==> src/rtl/cpu_pkg.sv <==
// Shared CPU definitions: branch-type encoding, fetch FSM states and the
// branch-condition helper used by the next-PC logic.
package cpu_pkg;

    typedef enum logic [2:0] {
        BR_NONE = 3'd0,
        BEQ     = 3'd1,
        BNE     = 3'd2,
        BLT     = 3'd3,
        BGT     = 3'd4,
        BLE     = 3'd5,
        BGE     = 3'd6,
        BR_RSVD = 3'd7
    } br_type_e;

    typedef enum logic {
        S_FETCH = 1'b0,
        S_VALID = 1'b1
    } fetch_state_e;

    function automatic logic branch_taken(input br_type_e br, input logic zero, input logic less);
        logic taken;
        case (br)
            BEQ:     taken = zero;
            BNE:     taken = ~zero;
            BLT:     taken = less;
            BGT:     taken = ~less & ~zero;
            BLE:     taken = less | zero;
            BGE:     taken = ~less;
            default: taken = 1'b0;
        endcase
        return taken;
    endfunction

endpackage

==> src/rtl/next_pc_select.sv <==
// Combinational next-PC selection: branch condition evaluation followed by
// the jr > jump/jal > taken branch > sequential priority mux.
module next_pc_select
    import cpu_pkg::*;
#(
    parameter int PC_WIDTH = 8
) (
    input  logic [PC_WIDTH-1:0] instr_pc,
    input  logic [PC_WIDTH-1:0] br_off,
    input  logic [PC_WIDTH-1:0] jump_target,
    input  logic [2:0]          br_type,
    input  logic                zero,
    input  logic                less,
    input  logic                jump,
    input  logic                jal,
    input  logic                jr,
    input  logic [PC_WIDTH-1:0] jr_target,
    output logic [PC_WIDTH-1:0] next_pc
);

    logic                br_taken_s;
    logic [PC_WIDTH-1:0] seq_pc_s;

    // All arithmetic wraps naturally at PC_WIDTH bits.
    always_comb begin
        br_taken_s = branch_taken(br_type_e'(br_type), zero, less);
        seq_pc_s   = instr_pc + PC_WIDTH'(1);
        if (jr) begin
            next_pc = jr_target;
        end else if (jump | jal) begin
            next_pc = jump_target;
        end else if (br_taken_s) begin
            next_pc = seq_pc_s + br_off;
        end else begin
            next_pc = seq_pc_s;
        end
    end

endmodule

==> src/rtl/fetch_sequencer.sv <==
// Instruction fetch and next-PC unit: drives the synchronous ROM, waits out its
// read latency, holds a valid/stall-qualified instruction and produces the jal link.
module fetch_sequencer
    import cpu_pkg::*;
#(
    parameter int PC_WIDTH    = 8,
    parameter int INSTR_WIDTH = 32,
    parameter int IMM_WIDTH   = 16,
    parameter int ROM_LATENCY = 1,
    parameter int RESET_PC    = 0,
    parameter int LINK_OFFSET = 1
) (
    input  logic                   MAX10_CLK1_50,
    input  logic                   reset,
    output logic [PC_WIDTH-1:0]    rom_addr,
    input  logic [INSTR_WIDTH-1:0] rom_q,
    output logic [INSTR_WIDTH-1:0] instr,
    output logic                   instr_valid,
    output logic [PC_WIDTH-1:0]    instr_pc,
    input  logic                   stall,
    input  logic [2:0]             br_type,
    input  logic                   zero,
    input  logic                   less,
    input  logic                   jump,
    input  logic                   jal,
    input  logic                   jr,
    input  logic [PC_WIDTH-1:0]    jr_target,
    output logic [PC_WIDTH-1:0]    link_addr,
    output logic                   link_valid
);

    localparam int                  LAT_W      = 2;
    localparam logic [LAT_W-1:0]    LAT_LAST   = LAT_W'(ROM_LATENCY - 1);
    localparam logic [PC_WIDTH-1:0] RESET_ADDR = PC_WIDTH'(RESET_PC);
    localparam logic [PC_WIDTH-1:0] LINK_INC   = PC_WIDTH'(LINK_OFFSET);

    fetch_state_e           state_r;
    fetch_state_e           state_s;
    logic [LAT_W-1:0]       lat_cnt_r;
    logic                   issued_r;
    logic [PC_WIDTH-1:0]    pc_r;
    logic [INSTR_WIDTH-1:0] instr_r;
    logic                   instr_valid_r;
    logic [PC_WIDTH-1:0]    instr_pc_r;
    logic [PC_WIDTH-1:0]    link_addr_r;
    logic                   link_valid_r;
    logic                   capture_s;
    logic                   advance_s;
    logic [PC_WIDTH-1:0]    br_off_s;
    logic [PC_WIDTH-1:0]    next_pc_s;

    // Branch offset: sign-extend the immediate, or truncate when it is wider than the PC.
    if (IMM_WIDTH >= PC_WIDTH) begin : g_imm_trunc
        assign br_off_s = instr_r[PC_WIDTH-1:0];
    end else begin : g_imm_sext
        assign br_off_s = {{(PC_WIDTH-IMM_WIDTH){instr_r[IMM_WIDTH-1]}}, instr_r[IMM_WIDTH-1:0]};
    end

    next_pc_select #(
        .PC_WIDTH (PC_WIDTH)
    ) u_next_pc_select (
        .instr_pc    (instr_pc_r),
        .br_off      (br_off_s),
        .jump_target (instr_r[PC_WIDTH-1:0]),
        .br_type     (br_type),
        .zero        (zero),
        .less        (less),
        .jump        (jump),
        .jal         (jal),
        .jr          (jr),
        .jr_target   (jr_target),
        .next_pc     (next_pc_s)
    );

    // FSM state register.
    always_ff @(posedge MAX10_CLK1_50 or negedge reset) begin
        if (!reset) begin
            state_r <= S_FETCH;
        end else begin
            state_r <= state_s;
        end
    end

    // FSM next-state logic.
    always_comb begin
        state_s = state_r;
        case (state_r)
            S_FETCH: begin
                if (capture_s) begin
                    state_s = S_VALID;
                end else begin
                    state_s = S_FETCH;
                end
            end
            S_VALID: begin
                if (advance_s) begin
                    state_s = S_FETCH;
                end else begin
                    state_s = S_VALID;
                end
            end
            default: state_s = S_FETCH;
        endcase
    end

    // FSM outputs; on advance the ROM already sees next_pc so its access overlaps the hand-off.
    always_comb begin
        capture_s = 1'b0;
        advance_s = 1'b0;
        rom_addr  = pc_r;
        case (state_r)
            S_FETCH: begin
                capture_s = issued_r & (lat_cnt_r == LAT_LAST);
            end
            S_VALID: begin
                advance_s = instr_valid_r & ~stall;
                if (advance_s) begin
                    rom_addr = next_pc_s;
                end else begin
                    rom_addr = pc_r;
                end
            end
            default: begin
                capture_s = 1'b0;
            end
        endcase
    end

    // PC, latency counter, instruction and link registers; issued_r marks the first post-reset ROM access.
    always_ff @(posedge MAX10_CLK1_50 or negedge reset) begin
        if (!reset) begin
            pc_r          <= RESET_ADDR;
            lat_cnt_r     <= {LAT_W{1'b0}};
            issued_r      <= 1'b0;
            instr_r       <= {INSTR_WIDTH{1'b0}};
            instr_valid_r <= 1'b0;
            instr_pc_r    <= {PC_WIDTH{1'b0}};
            link_addr_r   <= {PC_WIDTH{1'b0}};
            link_valid_r  <= 1'b0;
        end else begin
            issued_r     <= 1'b1;
            link_valid_r <= 1'b0;
            if (capture_s) begin
                instr_r       <= rom_q;
                instr_pc_r    <= pc_r;
                instr_valid_r <= 1'b1;
                lat_cnt_r     <= {LAT_W{1'b0}};
            end else if (advance_s) begin
                pc_r          <= next_pc_s;
                instr_valid_r <= 1'b0;
                lat_cnt_r     <= {LAT_W{1'b0}};
                if (jal) begin
                    link_addr_r  <= instr_pc_r + LINK_INC;
                    link_valid_r <= 1'b1;
                end
            end else if ((state_r == S_FETCH) && issued_r) begin
                lat_cnt_r <= lat_cnt_r + 2'd1;
            end
        end
    end

    assign instr       = instr_r;
    assign instr_valid = instr_valid_r;
    assign instr_pc    = instr_pc_r;
    assign link_addr   = link_addr_r;
    assign link_valid  = link_valid_r;

endmodule

==> config.mk <==
export PLATFORM = sky130hd
export DESIGN_NAME = fetch_sequencer
export DESIGN_NICKNAME = d
export VERILOG_FILES = /design/src/rtl/cpu_pkg.sv /design/src/rtl/next_pc_select.sv /design/src/rtl/fetch_sequencer.sv
export SDC_FILE = /design/constraint.sdc
export NUM_CORES = 1
export LEC_CHECK = 0
export ABC_AREA = 1
export CORE_ASPECT_RATIO = 2
export CORE_MARGIN = 3
export CORE_UTILIZATION = 45
export CTS_CLUSTER_DIAMETER = 200
export DETAILED_ROUTE_END_ITERATION = 6
export GPL_TIMING_DRIVEN = 0
export PLACE_DENSITY = 0.8
export SLEW_MARGIN = 25
export SYNTH_ARGS = -nofsm -noshare
export SYNTH_HDL_FRONTEND = slang
export SYNTH_SLANG_ARGS = --single-unit
==> constraint.sdc <==
create_clock -name MAX10_CLK1_50 -period 3.3 [get_ports MAX10_CLK1_50]
set_input_delay 0.495 -clock MAX10_CLK1_50 [delete_from_list [all_inputs] [get_ports MAX10_CLK1_50]]
set_output_delay 0.495 -clock MAX10_CLK1_50 [all_outputs]
set_load 0.01 [all_outputs]
==> results.toml <==
[sta]
max_freq_mhz = 311
hold_viol_final = 0
slew_viol_final = 0
min_period_ps = 3220
holdWs_ps = 484
finClkSkew_ps = 8.40
finalCritPeriodShare = 0.975
setup_viol = 0
rsz0062_at_grt = "yes"

[pwr]
irDropWorstVdd_mv = 0.721
finalPower_mw = 4.99
powerDensity_nw_per_um2 = 1040
p_leak_nw = 2.21

[global_route]
met2_usage = 0.459
first_global_vias = 3063
grtUsageMet1 = 0.233
overflow = 0
grt_use_met3 = 0.0650
grt_pass1_wl_um = 15000
top_usage_layer = "met2"
grt_max_degree = 52
groute.usage.overall = 0.245
antenna_found_initial = 0

[critical_path]
cp_max_fo = 5
critical_path_buf_inv_count = 3
critPathTopFamily = "compound AO/OA/AOI/OAI gates"
crit_type = "reg -> out"
rrSetupSlack_ps = 940
critPathMaxStageDelay_ps = 460
critPathLaunchType = "flip-flop"
slowest_stage = "dfrtp_2"
cpMostUsedCell = "nand2_1"
endpoint_kind = "output port"
cp.arrival_ps = 2720
worstPathCellList = "ha_4, nand2_1, inv_1, a21o_2, nand2_1, inv_2, ha_4, nand2_1, a21oi_2, nor2_1, nand2_1, nand3_1, a21oi_2, o22ai_1, dlygate4sd2_1"
critPathRequiredTime_ps = 2800

[synth]
synth_ff_type = "dfrtp_1"
synth_seq_cells = 62
synth_common_cells = "73 x nand2_1, 62 x dfrtp_1, 33 x mux2_2, 30 x inv_1, 21 x o21ai_0"
synth_area_leaders = "dfrtp_1 49%, mux2_2 12%, nand2_1 8.7%, ha_1 4.0%, inv_1 3.6%"
yosys.area.top_type = "dfrtp_1"
syn_area_um2 = 3150
synth.distinct_cells = 32
synthArstFlopShare = 1.00
syn_inst = 332
synth_most_common_cell = "nand2_1"
seq_area_frac_synth = 0.493
syn_nets = 394
synth_edf_count = 0
syn_area_per_cell_um2 = 9.49
ys.warnings.count = 0
synth_top_area_frac = 0.493

[detailed_routing]
drt_wl_total_um = 9190
vias = 2845
wl_per_cell_um = 16.7
drc = 0
dr.first_iter.drc_count = 124
ant_nets = 0
viasPerCell = 5.17
firstDrtPassIters = 4

[layout]
fin_nets = 519
drive_gt1_frac = 0.232
finalInstanceArea_um2 = 4800
antennaDiodeCount = 0
area_delta_synth_final_pct = 52.4

[floorplan]
die_y_um = 124
die-width_um = 65.2
io-pin-count = 109
core_um2 = 6730
core.rowCount = 42
fp.dieArea_um2 = 8100
start_util = 0.468

[clock_tree]
clockRootBuffer = "clkbuf_16"
clk_path_buf_depth = 2
cts_num_sinks = 62
htreeDepth = 3
insertion_delay_ps = 330
cts_tree = "done"
cts_buffers = 9
clk_pin_slew_ps = 60

[hold_path]
hp-class = "reg -> reg"

[placed_design]
gp_congestion = 0.922
port_buffers = 107
place_area_um2 = 4360
dp_hpwl_um = 6680

[outcome]
status = "completed"

[run]
maxCapViolCount = 0
[per-stage QoR]
stage / utilization / setup TNS (ps) / std cells / setup WS (ps)
after detailed placement: 0.648 / -374 / 528 / -280
after floorplan: - / 0 / 332 / 652
after CTS: 0.700 / -205 / 547 / -163
after global routing: 0.714 / -219 / 550 / -111
after global placement: 0.644 / -12890 / 527 / -236
final: 0.714 / 0 / 550 / 81.7
[power breakdown]
part / internal, mW / switching [mW] / total [mW]
Clock: 0.601 / 0.342 / 0.943
Sequential: 1.13 / 0.309 / 1.44
Combinational: 1.36 / 1.25 / 2.61
Total: 3.09 / 1.90 / 4.99
[cell usage in the layout, fill, tap and decap left out, drive strengths merged]
cell type      count
inv               33
dfrtp             62
bufinv             1
clkdlybuf4s50    100
ha                10
a21oi             21
clkinv             4
a21o               2
o2bb2ai            2
dlygate4sd2        2
o21ai             27
or2                1
nand3             18
o211ai             3
conb               1
o22ai              2
xnor2              1
nand4              1
o21bai             1
dlygate4sd3        1
fa                 1
nor2              21
xor2               6
clkinvlp           1
nand2             76
buf               15
clkbuf            16
mux2              33
[final cells by class]
class                   instances  area (µm²)
clock buffers                  10         239
plain buffers                  10        62.6
fillers                       509        1930
repair buffers                114        1120
clock inverters                 6        61.3
multi-input cells             227        1530
flip-flops and latches         62        1560
well taps                      88         110
inverters                      33         124
[registers in the layout (all words and copies together) (netlist names)]
register and cells:
instr 32, instr_pc 8, link_addr 8, pc_r 8, lat_cnt_r 2, instr_valid 1
issued_r 1, link_valid 1, state_r 1
[metal layers]
| layer | share of wire | vias to the layer above |
|---|---|---|
| met5 | 0 | - |
| met3 | 0.055 | 27 |
| met1 | 0.33 | 1373 |
| li1 | - | 1343 |
| met4 | 0.045 | 0 |
| met2 | 0.57 | 102 |
[cell families (layout without fill, tap and decap cells)]
group                    Yosys count  count (layout)  synth area share
adder cells (fa/ha/maj)           11              11            0.0461
AND/OR/NAND/NOR                  117             117             0.160
AO/OA/AOI/OAI                     58              58             0.103
flip-flops                        62              62             0.493
XOR/XNOR                           7               7            0.0195
other                              1               1           0.00119
multiplexers                      33              33             0.118
buffers and inverters             43             173            0.0592
[timing repair]
item | CTS | global route
resized for setup | 14 | 31
pin swaps | 0 | 3
setup endpoints to repair | 6 | 5
setup buffers | 2 | 3
endpoints found under the hold margin | 9 | 0
hold buffers | 1 | 0
[worst min-delay path, delay by kind of cell (launching register included)]
kind | cells | cell delay [ps]
DFF | 1 | 340
AOI/OAI and AO/OA | 1 | 60
and+or+nand+nor | 1 | 50
[path summary, 6_finish.rpt]
| check | start | end | cells past startpoint |
|---|---|---|---|
| worst max-delay path | instr_pc[1] | rom_addr[6] | 15 |
| worst min-delay path | link_addr[5] | link_addr[5] | 2 |
| worst max register to register | instr_pc[1] | pc_r[7] | 20 |
| worst min register to register | link_addr[5] | link_addr[5] | 2 |
| max in group asynchronous | reset | instr_pc[1] | 3 |
| min in group asynchronous | reset | instr[18] | 2 |
(Power assumes the default switching activity.)
